**src/rtl/bcd_convert_arbiter.sv**
```systemverilog
// Shared sequential binary-to-BCD converter (shift-and-add-3, one shift per clock)
// with round-robin arbitration among NUM_REQ requesters and a req/ack handshake.
module bcd_convert_arbiter #(
    parameter int unsigned NUM_REQ = 2,
    parameter int unsigned ID_W    = 2
) (
    input  logic                   clk,
    input  logic                   rst,
    input  logic [NUM_REQ-1:0]     req,
    input  logic [8*NUM_REQ-1:0]   number,
    output logic [NUM_REQ-1:0]     ack,
    output logic                   valid,
    output logic                   busy,
    output logic [ID_W-1:0]        grant_id,
    output logic [3:0]             hundreds,
    output logic [3:0]             tens,
    output logic [3:0]             ones
);

    localparam int unsigned SH_W  = 20;
    localparam int unsigned CNT_W = 3;

    typedef enum logic {IDLE, CONV} state_t;

    state_t               state;
    logic [SH_W-1:0]      shift_q;
    logic [CNT_W-1:0]     count;
    logic [ID_W-1:0]      last;

    logic [NUM_REQ-1:0]   eligible;
    logic [2*NUM_REQ-1:0] elig_dbl;
    logic [2*NUM_REQ-1:0] elig_rot;
    logic                 win_found;
    int unsigned          win_off;
    logic [ID_W-1:0]      win_id;
    logic [7:0]           win_operand;
    logic [SH_W-1:0]      adj;
    logic [SH_W-1:0]      shifted;

    // Round-robin pick: rotate so that bit 0 is requester last+1, take the first set bit.
    always_comb begin
        eligible  = req & ~ack;
        elig_dbl  = {eligible, eligible};
        elig_rot  = elig_dbl >> (32'(last) + 32'd1);
        win_found = 1'b0;
        win_off   = 0;
        for (int unsigned i = 0; i < NUM_REQ; i++) begin
            if (!win_found && elig_rot[i]) begin
                win_found = 1'b1;
                win_off   = i;
            end
        end
        win_id      = ID_W'((32'(last) + 32'd1 + win_off) % NUM_REQ);
        win_operand = '0;
        for (int unsigned i = 0; i < NUM_REQ; i++) begin
            if (ID_W'(i) == win_id) begin
                win_operand = number[8*i +: 8];
            end
        end
    end

    // Add-3 correction on each BCD nibble, then the single left shift of this edge.
    always_comb begin
        adj        = shift_q;
        adj[11:8]  = (shift_q[11:8]  >= 4'd5) ? shift_q[11:8]  + 4'd3 : shift_q[11:8];
        adj[15:12] = (shift_q[15:12] >= 4'd5) ? shift_q[15:12] + 4'd3 : shift_q[15:12];
        adj[19:16] = (shift_q[19:16] >= 4'd5) ? shift_q[19:16] + 4'd3 : shift_q[19:16];
        shifted    = {adj[SH_W-2:0], 1'b0};
    end

    always_ff @(posedge clk) begin
        if (rst) begin
            state    <= IDLE;
            shift_q  <= '0;
            count    <= '0;
            last     <= ID_W'(NUM_REQ - 1);
            ack      <= '0;
            valid    <= 1'b0;
            busy     <= 1'b0;
            grant_id <= '0;
            hundreds <= '0;
            tens     <= '0;
            ones     <= '0;
        end else begin
            ack   <= '0;
            valid <= 1'b0;
            case (state)
                IDLE: begin
                    // The ack cycle is not an arbitration cycle; the next grant waits one more edge.
                    if (win_found && !valid) begin
                        shift_q  <= {12'd0, win_operand};
                        count    <= '0;
                        grant_id <= win_id;
                        last     <= win_id;
                        busy     <= 1'b1;
                        state    <= CONV;
                    end
                end
                CONV: begin
                    shift_q <= shifted;
                    count   <= count + CNT_W'(1);
                    if (count == CNT_W'(7)) begin
                        hundreds <= shifted[19:16];
                        tens     <= shifted[15:12];
                        ones     <= shifted[11:8];
                        ack      <= NUM_REQ'(1) << grant_id;
                        valid    <= 1'b1;
                        busy     <= 1'b0;
                        state    <= IDLE;
                    end
                end
                default: state <= IDLE;
            endcase
        end
    end

endmodule

```
**config.mk**
```make
export PLATFORM = sky130hd
export DESIGN_NAME = bcd_convert_arbiter
export DESIGN_NICKNAME = d
export VERILOG_FILES = /design/src/rtl/bcd_convert_arbiter.sv
export SDC_FILE = /design/constraint.sdc
export NUM_CORES = 1
export LEC_CHECK = 0
export CAP_MARGIN = 10
export CORE_ASPECT_RATIO = 1.75
export CORE_MARGIN = 2
export CORE_UTILIZATION = 54
export CTS_CLUSTER_DIAMETER = 30
export DETAILED_ROUTE_END_ITERATION = 10
export MAX_ROUTING_LAYER = met4
export PLACE_DENSITY = 0.9
export SLEW_MARGIN = 20
export SYNTH_ARGS = -nofsm -noshare
export SYNTH_HDL_FRONTEND = slang
export SYNTH_SLANG_ARGS = --single-unit
```
**constraint.sdc**
```tcl
create_clock -name clk -period 2.8 [get_ports clk]
set_clock_uncertainty 0.15 [all_clocks]
set_input_delay 0.84 -clock clk [delete_from_list [all_inputs] [get_ports clk]]
set_output_delay 0.84 -clock clk [all_outputs]
set_load 0.01 [all_outputs]
```
==> reports/qor.log <==
INFO  timing         timing.setup.tns=0ps
INFO  power          pwr_density_cell=469mW/mm²
INFO  final_layout   multi_input_comb_area=980µm²
INFO  grt            grt_first_pass_wirelength=6950µm
INFO  setup_path     cp_max_fo=8
INFO  synth          yosysWarnings=0
INFO  power          p_sw_share=23.0%
INFO  detailed_routing drt-vias-per-instance=5.52
INFO  grt            grt_max_degree=33
INFO  die            floorplan.die.height=82.6µm
INFO  timing         setup_repair_after_global_routing_missed_its_margin=false
INFO  synth          syn-cell-area=0.00190mm²
INFO  synth          postSynth.topFlopCell=sky130_fd_sc_hd__dfxtp_1
INFO  cts            cts_tree=built
INFO  die            placeableCoreArea=0.00336mm²
INFO  detailed_routing antenna_violating_nets_post_route=0
INFO  hold_path      hold_path_class=register to register
INFO  grt            grt_pass1_vias=1613
INFO  detailed_routing detail_route.first_pass.iterations=4
INFO  synth          synth_fa_ha_area_share=5.26%
INFO  power          clkPwrFrac=34.8%
INFO  setup_path     critical_path_arrival=2380ps
INFO  placement      placed_cells_incl_taps=287
INFO  setup_path     data_required_time_of_the_worst_path=2870ps
INFO  final_layout   register_area=841µm²
INFO  cts            ctsHtreeMaxLevel=2
INFO  placement      placement.cell_area=0.00233mm²
INFO  synth          synthCells=210
INFO  grt            globalRoute.totalOverflow=0
INFO  timing         final_critical_path_setup_slack=492ps
INFO  synth          synth_area_per_cell=9.07µm²
INFO  cts            root_buffer=sky130_fd_sc_hd__clkbuf_8
INFO  synth          async_reset_ff_share=0%
INFO  grt            antenna_violations_before_repair=0
INFO  cts            postCtsHoldBufs=0
INFO  final_layout   instances_no_fill=295
INFO  setup_path     path_class=input port to register
INFO  setup_path     critPathCaptureType=register
INFO  detailed_routing routed_wire_length_per_instance=13.9µm
INFO  final_layout   mostFrequentLayoutCell=sky130_fd_sc_hd__dfxtp_1
INFO  power          power.static_leakage=0.858nW
INFO  synth          portion_of_the_post_synthesis_area_used_by_sequential_elements=44.2%
INFO  status         run_status=completed
INFO  timing         period_needed=2310ps
INFO  final_layout   fin_nets=277
INFO  final_layout   insertedDiodeCount=0
INFO  power          netSwitchingPower=0.000260W
INFO  final_layout   highest_count_cells_in_the_layout_ignoring_fill_and_taps=42 x sky130_fd_sc_hd__dfxtp_1, 36 x sky130_fd_sc_hd__clkdlybuf4s50_1, 21 x sky130_fd_sc_hd__a21oi_1, 20 x sky130_fd_sc_hd__nand2_1, 19 x sky130_fd_sc_hd__nand3b_1
INFO  synth          yosys.area_share.xor_xnor=1.38%
INFO  detailed_routing vias=1628
INFO  power          ir_worst_vdd=0.000463V
INFO  cts            postCtsSetupBuffers=0
INFO  final_layout   finish.instance_area=0.00242mm²
INFO  placement      place.detailed.hpwl=2990µm
INFO  die            initial_standard_cell_utilization_of_the_core=56.6%
INFO  die            fp-row-count=28
INFO  power          seq_power_share=55.2%
INFO  cts            cts-buffers-inserted=5
INFO  synth          synth_seq_cells=42
INFO  die            boundaryPins=38
INFO  timing         timing.final.crit_share=82.4%
INFO  placement      gpl.final_weighted_congestion=0.801
INFO  run            maxCapViolations=0
INFO  die            design.die.area=0.00404mm²
INFO  setup_path     cp_startpoint_kind=input port
INFO  timing         final-setup-viol-count=0
INFO  cts            clk_latency=290ps
INFO  detailed_routing routed_wl=4120µm
INFO  cts            clock_tree.buffer_depth=2
INFO  synth          synthSimpleGateAreaFrac=22.2%
INFO  timing         timing.final.max_slew_violations=0
INFO  detailed_routing drc=0
INFO  final_layout   fillCellCount=276
INFO  final_layout   synthToLayoutAreaGrowth=27.0%
INFO  power          comb_power_share=10.0%
INFO  synth          synth-edff-count=0
INFO  timing         fmax=433MHz
INFO  synth          yosysUniqueCellTypes=34
INFO  detailed_routing drt_first_iter_violations=44
INFO  synth          largest_family_of_logic_cells_by_synthesized_area=simple AND/OR/NAND/NOR gates
INFO  grt            globalRouteTotalUtil=22.9%
INFO  cts            cts.sink_count=42
INFO  synth          fraction_of_the_mapped_netlist_area_in_compound_gates=20.6%
INFO  cts            post_cts_resize_count=0
INFO  synth          synthMuxAreaShare=1.77%
INFO  final_layout   drive_above_1_share=9.20%
INFO  die            chipWidth=48.9µm
INFO  synth          synth_nets=238
INFO  placement      numPortBuffers=36
INFO  power          p_int=0.000873W
INFO  cts            path_clk_slew=80ps
INFO  timing         finalHoldViolations=0
INFO  placement      dpl_worst_slack=208ps
## critical path, stage by stage
cell and delay [ps]:
sky130_fd_sc_hd__clkdlybuf4s50_1 500, sky130_fd_sc_hd__or4b_4 500, sky130_fd_sc_hd__a21oi_4 250, sky130_fd_sc_hd__a222oi_1 130, sky130_fd_sc_hd__a21oi_1 170
## layer usage
metal	GRT usage, %	up-vias	part of all wire (%)
met5	-	-	0
li1	-	826	-
met1	23.1	762	40
met4	7.71	0	1.7
met3	3.60	5	3.6
met2	44.5	35	55
## Yosys cell counts (2+ instances only)
| cell | count | area share, % |
|---|---|---|
| sky130_fd_sc_hd__a211o_1 | 2 | 0.92 |
| sky130_fd_sc_hd__a21oi_1 | 21 | 5.5 |
| sky130_fd_sc_hd__a222oi_1 | 7 | 3.7 |
| sky130_fd_sc_hd__a31oi_1 | 3 | 0.99 |
| sky130_fd_sc_hd__and2_1 | 7 | 2.3 |
| sky130_fd_sc_hd__clkbuf_1 | 8 | 1.6 |
| sky130_fd_sc_hd__dfxtp_1 | 42 | 44 |
| sky130_fd_sc_hd__ha_1 | 8 | 5.3 |
| sky130_fd_sc_hd__inv_1 | 10 | 2.0 |
| sky130_fd_sc_hd__mux2_2 | 3 | 1.8 |
| sky130_fd_sc_hd__nand2_1 | 20 | 3.9 |
| sky130_fd_sc_hd__nand2b_1 | 5 | 1.6 |
| sky130_fd_sc_hd__nand3_1 | 4 | 1.1 |
| sky130_fd_sc_hd__nand3b_1 | 19 | 7.5 |
| sky130_fd_sc_hd__nor2_1 | 7 | 1.4 |
| sky130_fd_sc_hd__nor2b_1 | 3 | 0.99 |
| sky130_fd_sc_hd__nor3_1 | 2 | 0.53 |
| sky130_fd_sc_hd__nor3b_1 | 2 | 0.79 |
| sky130_fd_sc_hd__o21ai_0 | 11 | 2.9 |
| sky130_fd_sc_hd__o21ai_1 | 4 | 1.1 |
| sky130_fd_sc_hd__o32ai_1 | 6 | 2.8 |
| sky130_fd_sc_hd__or4b_4 | 2 | 1.4 |
| sky130_fd_sc_hd__xnor2_1 | 3 | 1.4 |
## logic make-up (layout without fill, tap and decap cells)
family                   after synthesis  count (layout)
flip-flops                            42              42
AND/OR/NAND/NOR                       73              73
multiplexers                           3               3
XOR/XNOR                               3               3
AO/OA/AOI/OAI                         59              59
adder cells (fa/ha/maj)                8               8
other                                  1               1
buffers and inverters                 21              61
## power groups by stage
stage	Clock, W	Sequential, W	Combinational, W
after global routing	0.000428	0.000627	0.000124
after floorplan	0	0.000635	0.0000658
after detailed placement	0	0.000639	0.000114
final	0.000394	0.000625	0.000114
after global placement	0	0.000638	0.000112
after CTS	0.000406	0.000625	0.000114
## final timing paths
kind / endpoint / slack, ps / from / cells past startpoint
worst min register to register: tens[0] / 290 / tens[0] / 2
worst max register to register: hundreds[1] / 960 / state / 5
worst max-delay path: shift_q[4] / 490 / req[1] / 5
worst min-delay path: tens[0] / 290 / tens[0] / 2
## state kept, by name (all words and copies together) (netlist names)
name,flops
ack,2
busy,1
count,3
grant_id,1
hundreds,4
last,1
ones,4
shift_q,20
state,1
tens,4
valid,1
## metrics by stage
| step | hold WS, ps | total power, W | util [%] |
|---|---|---|---|
| CTS | 296 | 0.00115 | 71.9 |
| finish | 290 | 0.00113 | 71.9 |
| detailed placement | 283 | 0.000752 | 69.2 |
| floorplan | 300 | 0.000701 | - |
| global route | 331 | 0.00118 | 71.9 |
| global placement | 282 | 0.000750 | 69.2 |
## final cells by class
| cell class | count | area share [%] |
|---|---|---|
| tap | 45 | 2.33 |
| clock buffer | 7 | 3.57 |
| inverter | 10 | 1.55 |
| sequential | 42 | 34.8 |
| multi-input combinational | 147 | 40.5 |
| clock inverter | 1 | 0.207 |
| timing repair buffer | 43 | 17.1 |
No activity file was read; power rests on OpenSTA's default activity.
